==> src/rtl/hilo_muldiv.sv <==
// hilo_muldiv: execute-stage multiply/divide unit with the HI/LO register pair.
// Ports: clk/rst (async active-high); valid_i/flush_i/alucontrol_i/a_i/b_i issue the E-stage op;
//        stall_o holds the pipeline while an op is in flight, busy_o = MUL|DIV, hi_o/lo_o = HI/LO.
// Latency: MULT/MULTU stall 2 cycles, DIV/DIVU stall 33 cycles; MTHI/MTLO write in 1 cycle with no stall.
module hilo_muldiv #(
  parameter int WIDTH = 32
) (
  input  logic             clk,
  input  logic             rst,
  input  logic             valid_i,
  input  logic             flush_i,
  input  logic [4:0]       alucontrol_i,
  input  logic [WIDTH-1:0] a_i,
  input  logic [WIDTH-1:0] b_i,
  output logic             stall_o,
  output logic             busy_o,
  output logic [WIDTH-1:0] hi_o,
  output logic [WIDTH-1:0] lo_o
);

  // ALU control codes, mirroring the core's defines.vh values.
  localparam logic [4:0] MULT_CONTROL  = 5'd13;
  localparam logic [4:0] MULTU_CONTROL = 5'd14;
  localparam logic [4:0] DIV_CONTROL   = 5'd15;
  localparam logic [4:0] DIVU_CONTROL  = 5'd16;
  localparam logic [4:0] MTHI_CONTROL  = 5'd17;
  localparam logic [4:0] MTLO_CONTROL  = 5'd18;

  localparam int CW = $clog2(WIDTH);

  typedef enum logic [1:0] {IDLE, MUL, DIV, DONE} state_t;

  state_t           state_q, state_d;
  logic [WIDTH-1:0] hi_q, hi_d;
  logic [WIDTH-1:0] lo_q, lo_d;
  logic [WIDTH-1:0] a_q, a_d;     // raw rs operand (multiplicand, or dividend for the /0 result)
  logic [WIDTH-1:0] b_q, b_d;     // raw multiplier for MUL, |divisor| for DIV
  logic [WIDTH-1:0] rem_q, rem_d; // partial remainder
  logic [WIDTH-1:0] quo_q, quo_d; // dividend bits shift out the top, quotient bits shift in below
  logic [CW-1:0]    cnt_q, cnt_d;
  logic             sgn_q, sgn_d;
  logic             qneg_q, qneg_d; // negate quotient at the end
  logic             rneg_q, rneg_d; // negate remainder at the end

  logic             is_mul, is_div, sgn_op, accept, start;
  logic             a_neg, b_neg;
  logic [WIDTH-1:0] a_abs, b_abs;
  logic [2*WIDTH-1:0] ma_x, mb_x, prod;
  logic [WIDTH:0]   shifted;
  logic             ge;
  logic [WIDTH-1:0] rem_nx, quo_nx;

  assign is_mul = (alucontrol_i == MULT_CONTROL) || (alucontrol_i == MULTU_CONTROL);
  assign is_div = (alucontrol_i == DIV_CONTROL)  || (alucontrol_i == DIVU_CONTROL);
  assign sgn_op = (alucontrol_i == MULT_CONTROL) || (alucontrol_i == DIV_CONTROL);

  // rst gates issue so stall_o stays low while reset is held, even with an op presented.
  assign accept = valid_i & ~flush_i & (state_q == IDLE) & ~rst;
  assign start  = accept & (is_mul | is_div);

  assign a_neg = sgn_op & a_i[WIDTH-1];
  assign b_neg = sgn_op & b_i[WIDTH-1];
  assign a_abs = a_neg ? -a_i : a_i;
  assign b_abs = b_neg ? -b_i : b_i;

  // Low 2*WIDTH bits of the product of extended operands equal the exact signed or unsigned product.
  assign ma_x = {{WIDTH{sgn_q & a_q[WIDTH-1]}}, a_q};
  assign mb_x = {{WIDTH{sgn_q & b_q[WIDTH-1]}}, b_q};
  assign prod = ma_x * mb_x;

  // One restoring-divide step.
  assign shifted = {rem_q, quo_q[WIDTH-1]};
  assign ge      = (shifted >= {1'b0, b_q});
  assign rem_nx  = ge ? (shifted[WIDTH-1:0] - b_q) : shifted[WIDTH-1:0];
  assign quo_nx  = {quo_q[WIDTH-2:0], ge};

  // A flush aborts an in-flight op in the same cycle, so stall must drop with it.
  assign stall_o = start | (((state_q == MUL) || (state_q == DIV)) & ~flush_i);
  assign busy_o  = (state_q == MUL) || (state_q == DIV);
  assign hi_o    = hi_q;
  assign lo_o    = lo_q;

  always_comb begin
    state_d = state_q;
    hi_d    = hi_q;
    lo_d    = lo_q;
    a_d     = a_q;
    b_d     = b_q;
    rem_d   = rem_q;
    quo_d   = quo_q;
    cnt_d   = cnt_q;
    sgn_d   = sgn_q;
    qneg_d  = qneg_q;
    rneg_d  = rneg_q;
    case (state_q)
      IDLE: begin
        if (accept && alucontrol_i == MTHI_CONTROL) hi_d = a_i;
        if (accept && alucontrol_i == MTLO_CONTROL) lo_d = a_i;
        if (start) begin
          a_d     = a_i;
          b_d     = is_div ? b_abs : b_i;
          rem_d   = '0;
          quo_d   = a_abs;
          cnt_d   = '0;
          sgn_d   = sgn_op;
          qneg_d  = a_neg ^ b_neg;
          rneg_d  = a_neg;
          state_d = is_mul ? MUL : DIV;
        end
      end
      MUL: begin
        if (flush_i) begin
          state_d = IDLE;
        end else begin
          hi_d    = prod[2*WIDTH-1:WIDTH];
          lo_d    = prod[WIDTH-1:0];
          state_d = DONE;
        end
      end
      DIV: begin
        if (flush_i) begin
          state_d = IDLE;
        end else begin
          rem_d = rem_nx;
          quo_d = quo_nx;
          cnt_d = cnt_q + 1'b1;
          if (cnt_q == CW'(WIDTH - 1)) begin
            // Divide by zero: quotient all-ones, remainder is the raw dividend.
            if (b_q == '0) begin
              lo_d = '1;
              hi_d = a_q;
            end else begin
              lo_d = qneg_q ? -quo_nx : quo_nx;
              hi_d = rneg_q ? -rem_nx : rem_nx;
            end
            state_d = DONE;
          end
        end
      end
      DONE: state_d = IDLE; // the same instruction is still presented; do not re-issue it
      default: state_d = IDLE;
    endcase
  end

  always_ff @(posedge clk or posedge rst) begin
    if (rst) begin
      state_q <= IDLE;
      hi_q    <= '0;
      lo_q    <= '0;
      a_q     <= '0;
      b_q     <= '0;
      rem_q   <= '0;
      quo_q   <= '0;
      cnt_q   <= '0;
      sgn_q   <= 1'b0;
      qneg_q  <= 1'b0;
      rneg_q  <= 1'b0;
    end else begin
      state_q <= state_d;
      hi_q    <= hi_d;
      lo_q    <= lo_d;
      a_q     <= a_d;
      b_q     <= b_d;
      rem_q   <= rem_d;
      quo_q   <= quo_d;
      cnt_q   <= cnt_d;
      sgn_q   <= sgn_d;
      qneg_q  <= qneg_d;
      rneg_q  <= rneg_d;
    end
  end

endmodule

==> config.mk <==
export PLATFORM = sky130hd
export DESIGN_NAME = hilo_muldiv
export DESIGN_NICKNAME = d
export VERILOG_FILES = /design/src/rtl/hilo_muldiv.sv
export SDC_FILE = /design/constraint.sdc
export NUM_CORES = 2
export LEC_CHECK = 0
export BUFFER_PORTS_ARGS = -buffer_cell sky130_fd_sc_hd__buf_2
export CAP_MARGIN = 20
export CORE_MARGIN = 2
export CORE_UTILIZATION = 55
export CTS_BUF_LIST = sky130_fd_sc_hd__clkbuf_2 sky130_fd_sc_hd__clkbuf_4 sky130_fd_sc_hd__clkbuf_8
export DETAILED_ROUTE_END_ITERATION = 12
export PLACE_DENSITY = 0.72
export SLEW_MARGIN = 10
export SYNTH_ARGS = -nofsm -noshare
export SYNTH_HDL_FRONTEND = slang
export SYNTH_SLANG_ARGS = --single-unit
==> constraint.sdc <==
create_clock -name clk -period 10.4 [get_ports clk]
set_clock_uncertainty 0.2 [all_clocks]
set_input_delay 0 -clock clk [delete_from_list [all_inputs] [get_ports clk]]
set_output_delay 0 -clock clk [all_outputs]
set_load 0.005 [all_outputs]
==> flow_summary.ini <==
[cts]
ctsHtreeMaxLevel = 2
cts_setup_buffers = 0
numCtsBuffers = 38
tritoncts = yes
insertion_delay_ns = 0.60
clock-sinks = 202
clk_root_buffer_cell = clkbuf_8
path_clk_slew_ns = 0.07
clk_path_buf_depth = 3

[yosys]
synth_area_leaders = fa_1 (43%), dfrtp_1 (9.6%), inv_1 (8.4%)
synth_area_mm2 = 0.0528
synth_most_common_cell = inv_1
synth-main-ff-cell = dfrtp_1
synth-edff-count = 0
yosysUniqueCellTypes = 96
synth_top_cells_by_count = inv_1 (1184), fa_1 (1126), nand2_1 (994), and2_1 (356), clkbuf_1 (356)
ys_ff_latch = 202
syn_avg_cell_area_um2 = 8.75
synth_seq_area_share_pct = 9.58
syn_nets = 7484
synth_top_cell_by_area = fa_1
yosysWarnings = 0
synth-async-reset-ratio_pct = 100
post_synth_inst_count = 6032
synth_top_area_share_pct = 42.7

[route]
drt_wl_total_mm = 168
antenna_left = 0
wl_per_cell_um = 23.0
vias = 43100
drt_iter0_markers = 4544
drc_errors = 0
vias_per_cell = 5.88
dr.pass1.iters = 6

[cells_and_area]
final_cell_count_no_fill = 7330
fillers = 8419
area_growth_pct = 6.47
design_area_mm2 = 0.0562
regArea_mm2 = 0.00505
drive_gt1_share_pct = 6.71
multi_input_area_mm2 = 0.0417
n_antenna_cell = 0
layout.nets = 7492

[setup_path]
crit_buf_inv = 4
r2r_cells = 26
crit_family = adder cells
worst_path_largest_cell_delay_ns = 1.02
crit_fanout = 20
cpMaxStageDelayCell = dfrtp_1
reg2reg_slack_ns = 0.82
reg2reg_to = hi_o[31]
required_ns = 10.64
worst_ep_arrival_time_ns = 9.83
start_kind = register
reg2reg_from = b_q[18]
end_kind = register
cpMostUsedCell = fa_1
criticalPathCategory = register to register

[grt]
overflow = 0
track_usage_pct = 35.2
use_met3_pct = 6.11
grtUsageMet1_pct = 45.6
busiest_layer = met2
grt_pass1_wl_mm = 265
grt_pass1_vias = 45700
grt_max_degree = 104
antenna_found_initial = 6
grtUsageMet2_pct = 57.0

[die]
die_h_um = 314
start_util_pct = 55.5
dieArea_mm2 = 0.0984
coreArea_mm2 = 0.0950
die_w_um = 314
ioPinCount = 139
fp-row-count = 113

[placed_design]
placed_area_mm2 = 0.0545
gp_congestion = 0.989
place_inst = 7172
port_buffers = 138
dp_hpwl_mm = 133

[power]
p_sw_uw = 8810
clockPowerShare_pct = 6.0
p_int_uw = 5540
ir_drop_mv = 0.375
leakagePower_uw = 0.0274
power.density_mw_per_mm2 = 255
power_frac_seq_pct = 12.7
pwr-share-comb_pct = 81.3
swShare_pct = 61.4

[sta]
period_minus_slack_ns = 9.58
setup_viol = 0
slew_headroom_pct = 21.4
hold_viol = 0
maxSlewViolCount = 0
max_freq_mhz = 104
worstMarginPinSlew_ns = 1.18
fin_crit_sh_pct = 92.1
rsz0062_at_grt = no
setup_tns_ns = 0

[hold_path]
holdPathStages = 3
hp-class = input port to register
whs_endpoint = a_q[25]
hp-start = a_i[25]

[outcome]
status = complete, no violations

[job]
maxCapViolations = 0
-- state kept, by name, summed over array words and instances, names as in the netlist --
name / flops
a_q: 32
b_q: 32
cnt_q: 5
hi_o: 32
lo_o: 32
qneg_q: 1
quo_q: 32
rem_q: 32
rneg_q: 1
sgn_q: 1
state_q: 2
-- kinds of logic after synthesis --
logic type / share of synthesized area, %
AND/OR/NAND/NOR: 16.3
buffers and inverters: 11.4
adder cells (fa/ha/maj): 48.7
AO/OA/AOI/OAI: 9.29
XOR/XNOR: 3.37
flip-flops: 9.58
multiplexers: 1.37
-- power by group through the flow --
| stage | clock network (uW) | logic, uW | registers, uW |
|---|---|---|---|
| floorplan | 0 | 7900 | 1300 |
| global placement | 0 | 11200 | 1800 |
| detailed placement | 0 | 11300 | 1790 |
| CTS | 864 | 11400 | 1780 |
| global route | 899 | 12700 | 1830 |
| finish | 868 | 11700 | 1820 |
-- worst min-delay path, stage by stage --
cell	delay [ns]
dlygate4sd3_1	0.52
buf_2	0.17
mux2_2	0.16
-- stage by stage --
step	hold slack, ns	setup WS (ns)	utilization (%)	total power (uW)
after CTS	0.0635	0.980	59.1	14100
after global routing	0.0980	0.502	59.1	15400
after detailed placement	0.00835	1.04	57.3	13100
after global placement	-0.000170	1.12	57.3	13000
after floorplan	-0.0640	2.08	-	9200
final	0.0884	0.817	59.1	14400
-- layer usage --
layer | part of all wire, % | routed length [um]
met1 | 38 | 63200
met3 | 9.3 | 15700
met2 | 47 | 78800
met5 | 0.016 | 27
met4 | 6.3 | 10600
-- timing repair --
action,4_1_cts,5_1_grt
hold buffers,93,0
resized for setup,0,0
hold endpoints to repair,262,0
-- placed cells by master (no fill, tap or decap), types with 17 or more instances in the layout --
master / count
dlygate4sd3_1: 93
o21a_1: 20
a21o_1: 43
a211oi_1: 28
a21oi_1: 201
o21ai_0: 224
xnor2_1: 135
nor4_1: 30
nand3_1: 45
and2_1: 356
mux2_2: 31
nor2_1: 210
ha_1: 250
nor3_1: 37
a221oi_1: 44
o31ai_1: 61
xor2_1: 68
nand2_1: 991
clkbuf_8: 45
nand2b_1: 26
inv_1: 1183
buf_4: 111
nand4_1: 18
and3_1: 36
dfrtp_1: 202
fa_1: 1126
or3_1: 17
buf_2: 138
a31oi_1: 27
mux2i_1: 33
-- area by class of cell --
type / instances / area share [%]
tap: 1265 / 2.82
clock inverter: 5 / 0.118
inverter: 1186 / 7.96
timing repair buffer: 346 / 4.49
sequential: 202 / 9.00
multi-input combinational: 4266 / 74.3
clock buffer: 60 / 1.30
-- how the worst max path moves through the flow --
stage | start | to | slack (ns) | cells after the start
6_report | b_q[18] | hi_o[31] | 0.82 | 26
2_1_floorplan | a_q[31] | hi_o[28] | 2.08 | 29
3_5_place_dp | a_q[9] | hi_o[31] | 1.04 | 28
5_1_grt | a_q[9] | hi_o[31] | 0.50 | 28
4_1_cts | a_q[9] | hi_o[31] | 0.98 | 28
3_3_place_gp | a_q[18] | hi_o[31] | 1.12 | 30
(Power assumes the default switching activity.)
